<file path="src/rtl/dmem_bus_ctrl.sv">
// Data-memory bus controller: latches one load/store from the memory stage,
// drives a held request to data memory, and reports completion or bus error.
module dmem_bus_ctrl #(
  parameter int unsigned TIMEOUT = 16
) (
  input  logic        clk,
  input  logic        rst,
  input  logic        request,
  input  logic        we_re,
  input  logic [3:0]  mask,
  input  logic [31:0] address,
  input  logic [31:0] store_data,
  output logic        valid,
  output logic        stall,
  output logic [31:0] load_data,
  output logic        bus_error,
  output logic        mem_req,
  output logic        mem_we,
  output logic [3:0]  mem_mask,
  output logic [31:0] mem_addr,
  output logic [31:0] mem_wdata,
  input  logic        mem_ack,
  input  logic [31:0] mem_rdata
);

  typedef enum logic [1:0] {
    IDLE,
    ISSUE,
    DONE,
    ERR
  } state_t;

  localparam logic [7:0] LAST_WAIT = 8'(TIMEOUT - 1);

  state_t     state;
  logic [7:0] wait_cnt;
  logic       lat_we;

  // Byte offset is carried by the mask; the memory only sees word addresses.
  logic addr_lsb_unused;
  assign addr_lsb_unused = ^address[1:0];

  assign stall = (state == ISSUE) | ((state == IDLE) & request);

  always_ff @(posedge clk or posedge rst) begin
    if (rst) begin
      state     <= IDLE;
      wait_cnt  <= '0;
      lat_we    <= 1'b0;
      valid     <= 1'b1;
      load_data <= '0;
      bus_error <= 1'b0;
      mem_req   <= 1'b0;
      mem_we    <= 1'b0;
      mem_mask  <= '0;
      mem_addr  <= '0;
      mem_wdata <= '0;
    end else begin
      case (state)
        IDLE: begin
          if (request) begin
            lat_we <= we_re;
            valid  <= 1'b0;
            if (mask != 4'b0000) begin
              // mem_addr/mem_wdata double as the latched request registers.
              mem_addr  <= {address[31:2], 2'b00};
              mem_wdata <= store_data;
              mem_we    <= we_re;
              mem_mask  <= mask;
              mem_req   <= 1'b1;
              wait_cnt  <= '0;
              state     <= ISSUE;
            end else begin
              bus_error <= 1'b1;
              state     <= ERR;
            end
          end
        end

        ISSUE: begin
          if (mem_ack) begin
            if (!lat_we) begin
              load_data <= mem_rdata;
            end
            mem_req  <= 1'b0;
            mem_we   <= 1'b0;
            mem_mask <= '0;
            state    <= DONE;
          end else if (wait_cnt == LAST_WAIT) begin
            mem_req   <= 1'b0;
            mem_we    <= 1'b0;
            mem_mask  <= '0;
            bus_error <= 1'b1;
            state     <= ERR;
          end else begin
            wait_cnt <= wait_cnt + 8'd1;
          end
        end

        DONE: begin
          valid <= 1'b1;
          state <= IDLE;
        end

        ERR: begin
          bus_error <= 1'b0;
          if (!lat_we) begin
            load_data <= '0;
          end
          valid <= 1'b1;
          state <= IDLE;
        end

        default: begin
          state <= IDLE;
          valid <= 1'b1;
        end
      endcase
    end
  end

endmodule
</file>
<file path="config.mk">
export PLATFORM = sky130hd
export DESIGN_NAME = dmem_bus_ctrl
export DESIGN_NICKNAME = d
export VERILOG_FILES = /design/src/rtl/dmem_bus_ctrl.sv
export SDC_FILE = /design/constraint.sdc
export NUM_CORES = 1
export LEC_CHECK = 0
export ABC_AREA = 1
export CAP_MARGIN = 20
export CORE_MARGIN = 8
export CORE_UTILIZATION = 42
export CTS_CLUSTER_SIZE = 30
export DETAILED_ROUTE_END_ITERATION = 6
export PLACE_DENSITY = 0.8
export SYNTH_ARGS = -nofsm -noshare
export SYNTH_HDL_FRONTEND = slang
export SYNTH_SLANG_ARGS = --single-unit
</file>
<file path="constraint.sdc">
create_clock -name clk -period 4.2 [get_ports clk]
set_input_delay 0.84 -clock clk [delete_from_list [all_inputs] [get_ports clk]]
set_output_delay 0.84 -clock clk [all_outputs]
set_load 0.1 [all_outputs]
</file>
# Yosys cells after proc, flatten, opt, wreduce, memory -nomap -nowiden
# Cells that the tools add are included.
# totals
register_bits,113
inputBits,105
out_inout_bits,105
word_cells,77
# classes
add_sub_neg,1
eq_ne,14
muxes,34
n_bitwise,2
reduce_logical,15
# ops
cell,count
$mux 32,3
$pmux 32 s2,1
$mux 8,4
$mux 4,4
$pmux 8 s2,1
$ne 2x2->1 const B,7
$mux 1,11
$reduce_and 5->1,2
$add 8x1->8 const B,1
$eq 8x4->1 const B,1
$mux 2,4
$pmux 4 s2,1
$reduce_and 4->1,2
$pmux 1 s2,3
$pmux 2 s3,1
$reduce_and 2->1,3
$reduce_bool 2->1,3
$eq 2x2->1 const B,2
$ne 2x1->1 const B,2
$reduce_bool 4->1,1
$ne 3x2->1 const B,1
$pmux 1 s3,1
$reduce_and 3->1,1
$reduce_bool 3->1,1
5 further kinds,5

# Depth between registers and ports, before layout
# logic_depth
word_depth,4
mapped_depth,8
depth_no_buf,8

# Worst setup path before layout
# OpenSTA, ideal clock, no wires.
# synth_path
path_type,input port to output port
startpoint,input port request
endpoint,output port stall
t_arrival_ns,1.593
required_time_ns,3.360
path_slack_ns,1.767
cell_stages,2
n_path_buf,0
path_cell_list,nand2_1 > nand2_1
# synth_via
elab_chain_cells,2
# synth_rtl
element,line,text
from (decl),8,"input logic request,"
$and 1x1->1,43,assign stall = (state == ISSUE) | ((state == IDLE) & request);
$or 1x1->1,43,
to (decl),14,"output logic stall,"
# Every way passes these cells.

# Final worst setup path
# layout_path
startpoint,register valid
endpoint,output port valid
# layout_rtl
element,line,text
from (decl),13,"output logic valid,"
from (signal assigned),50,valid <= 1'b1;
from (signal assigned),63,valid <= 1'b0;
from (signal assigned),101,valid <= 1'b1;
# No word-level cell between the ends.

==> flow_summary.yaml <==
synthesis:
  synthXorXnorAreaFrac_pct: 0
  ys.warnings.count: 0
  yosys.area.top_type: "dfrtp_1"
  ys_seq_area_share_pct: 59.8
  synth_mux_area_share_pct: 0
  synthAdderAreaFrac_pct: 0.265
  ys_types: 22
  synth.avg_cell_area_sq_um: 8.67
  ys_ff_latch: 113
  synth_area_sq_um: 4730
  synth_top_family_by_area: "simple AND/OR/NAND/NOR gates"
  synth.area.top_cells: "dfrtp_1 59%, nand2_1 14%, nand3_1 12%"
  synthCells: 545
  synth_compound_area_share_pct: 5.16
  synth-simple-area-share_pct: 27.9
  yosysTopAreaCellShare_pct: 59.3
clocking:
  clk_path_buf_depth: 2
  insertion_delay_ns: 0.41
  cts_buffers: 17
  clk_root_buffer_cell: "clkbuf_16"
  cts_setup_buffers: 0
  ctsHoldBuffers: 0
  post_cts_resized: 0
  tritoncts: "built"
  clock-sinks: 113
  path_clk_slew_ns: 0.05
  h-tree-depth: 4
cells_and_area:
  n_antenna_cell: 0
  final_area_sq_um: 7430
  final_common_cell: "clkdlybuf4s50_1"
  fin_util_pct: 67.9
  syn2layout_area_growth_pct: 57.1
  drive_gt1_share_pct: 6.47
  layout_common_cells: "204 x clkdlybuf4s50_1, 177 x nand2_1, 112 x dfrtp_1"
  nNetsFinal: 850
floorplan:
  die_area_sq_um: 14900
  die_width_um: 122
  std_cell_rows: 38
  die_h_um: 122
  floorplan.initialDensity_pct: 43.2
  ioPinCount: 210
  core_sq_um: 10900
setup_path:
  reg2reg_slack_ns: 1.79
  cp_top_family: "buffers and inverters"
  required_ns: 3.36
  reg2reg_depth: 5
  arrival_ns: 2.06
  cpPeakStageDelay_ns: 1.14
  critPathCaptureType: "output pin"
  critPathKind: "flop to output pin"
  crit_buf_inv: 1
  rr_startpoint: "state[1]$_DFFE_PP0P_"
  crit_path_start_kind: "flop"
  reg2reg_to: "load_data[3]$_DFFE_PP0P_"
  worstPathCellList: "clkdlybuf4s50_1"
  crit_slowest_cell: "clkdlybuf4s50_1"
  crit_path_max_fanout: 2
place:
  place.gp.congestion: 0.822
  place_area_sq_um: 6850
  post-dp-hpwl_um: 10500
  numPortBuffers: 205
timing:
  fin_crit_ns: 2.90
  setup_violations: 0
  fmax_mhz: 344
  clock_skew_ns: 0.00828
  rsz0062_at_grt: "false"
  slew_viol_final: 0
  fin_crit_sh_pct: 69.1
  maxSlewHeadroom_pct: 28.3
  worst_pin_slew_ns: 1.07
  whs_ns: 0.470
  hold_viol_final: 0
  timing.setup.tns_ns: 0
detailed_routing:
  viasPerCell: 4.97
  vias: 4454
  drt_iter0_markers: 340
  drc: 0
  first_pass_iters: 4
  ant_nets: 0
  wirelength_um: 14600
  wl_per_cell_um: 16.3
global_route:
  grt_max_degree: 88
  grt_overflow: 0
  antenna_found_initial: 0
  grt_use_total_pct: 19.7
  grt_pass1_vias: 4499
  grt_pass1_wl_um: 22900
worst_hold_path:
  hp-start: "mem_addr[13]$_DFFE_PP0P_"
  hold_path_depth: 2
  holdPathEnd: "mem_addr[13]$_DFFE_PP0P_"
  hold_path.class: "flop to flop"
outcome:
  status: "finished clean"
flow_run:
  max_cap_violations: 0
## area by class of cell
type | count | area [sq um]
clock buffer | 21 | 460
sequential | 113 | 2830
clock inverter | 11 | 88.8
multi-input combinational | 357 | 1590
inverter | 43 | 164
timing repair buffer | 212 | 2120
tap | 140 | 175
fill | 868 | 3510
## Yosys cell counts, drive strengths merged
master,n
nor2,14
buf,20
a21oi,1
clkbuf,13
ha,1
conb,1
inv,43
nand3,112
dfstp,1
o21a,2
o21ai,41
dfrtp,112
o21bai,1
or2,2
nand2,180
nand4,1
## how the worst max path moves through the flow
stage / to / slack (ns) / depth (start not counted) / from
after floorplan: bus_error$_DFFE_PP0P_ / 0.37 / 1 / rst
after global placement: mem_addr[23]$_DFFE_PP0P_ / 1.31 / 7 / mask[2]
after detailed placement: mem_wdata[2]$_DFFE_PP0P_ / 1.21 / 7 / mask[1]
after CTS: valid / 1.27 / 1 / valid$_DFFE_PP1P_
after global routing: valid / 1.25 / 1 / valid$_DFFE_PP1P_
final: valid / 1.30 / 1 / valid$_DFFE_PP1P_
## metrics by stage
stage	instances	setup slack [ns]
6_report	897	1.30
3_3_place_gp	864	1.31
4_1_cts	896	1.27
2_1_floorplan	546	0.374
5_1_grt	897	1.25
3_5_place_dp	864	1.21
## kinds of logic (layout without fill, tap and decap cells)
group	Yosys count	in the layout
AOI/OAI and AO/OA	45	45
and+or+nand+nor	309	309
DFF	113	113
adders and majority gates	1	1
buffers and inverters	76	287
other	1	2
## registers in the layout, summed over array words and instances (netlist names)
register   flops
load_data     32
mem_wdata     32
mem_addr      30
wait_cnt       8
mem_mask       4
state          2
bus_error      1
lat_we         1
mem_req        1
mem_we         1
valid          1
## metal layers
metal	track usage, %	routed length [um]
met1	22.8	5780
met2	31.6	6790
met3	9.16	1840
met4	6.70	174
met5	0	0
Power is not shown: default switching activity piles up to over one toggle a cycle in this logic, so the estimate is an artifact.
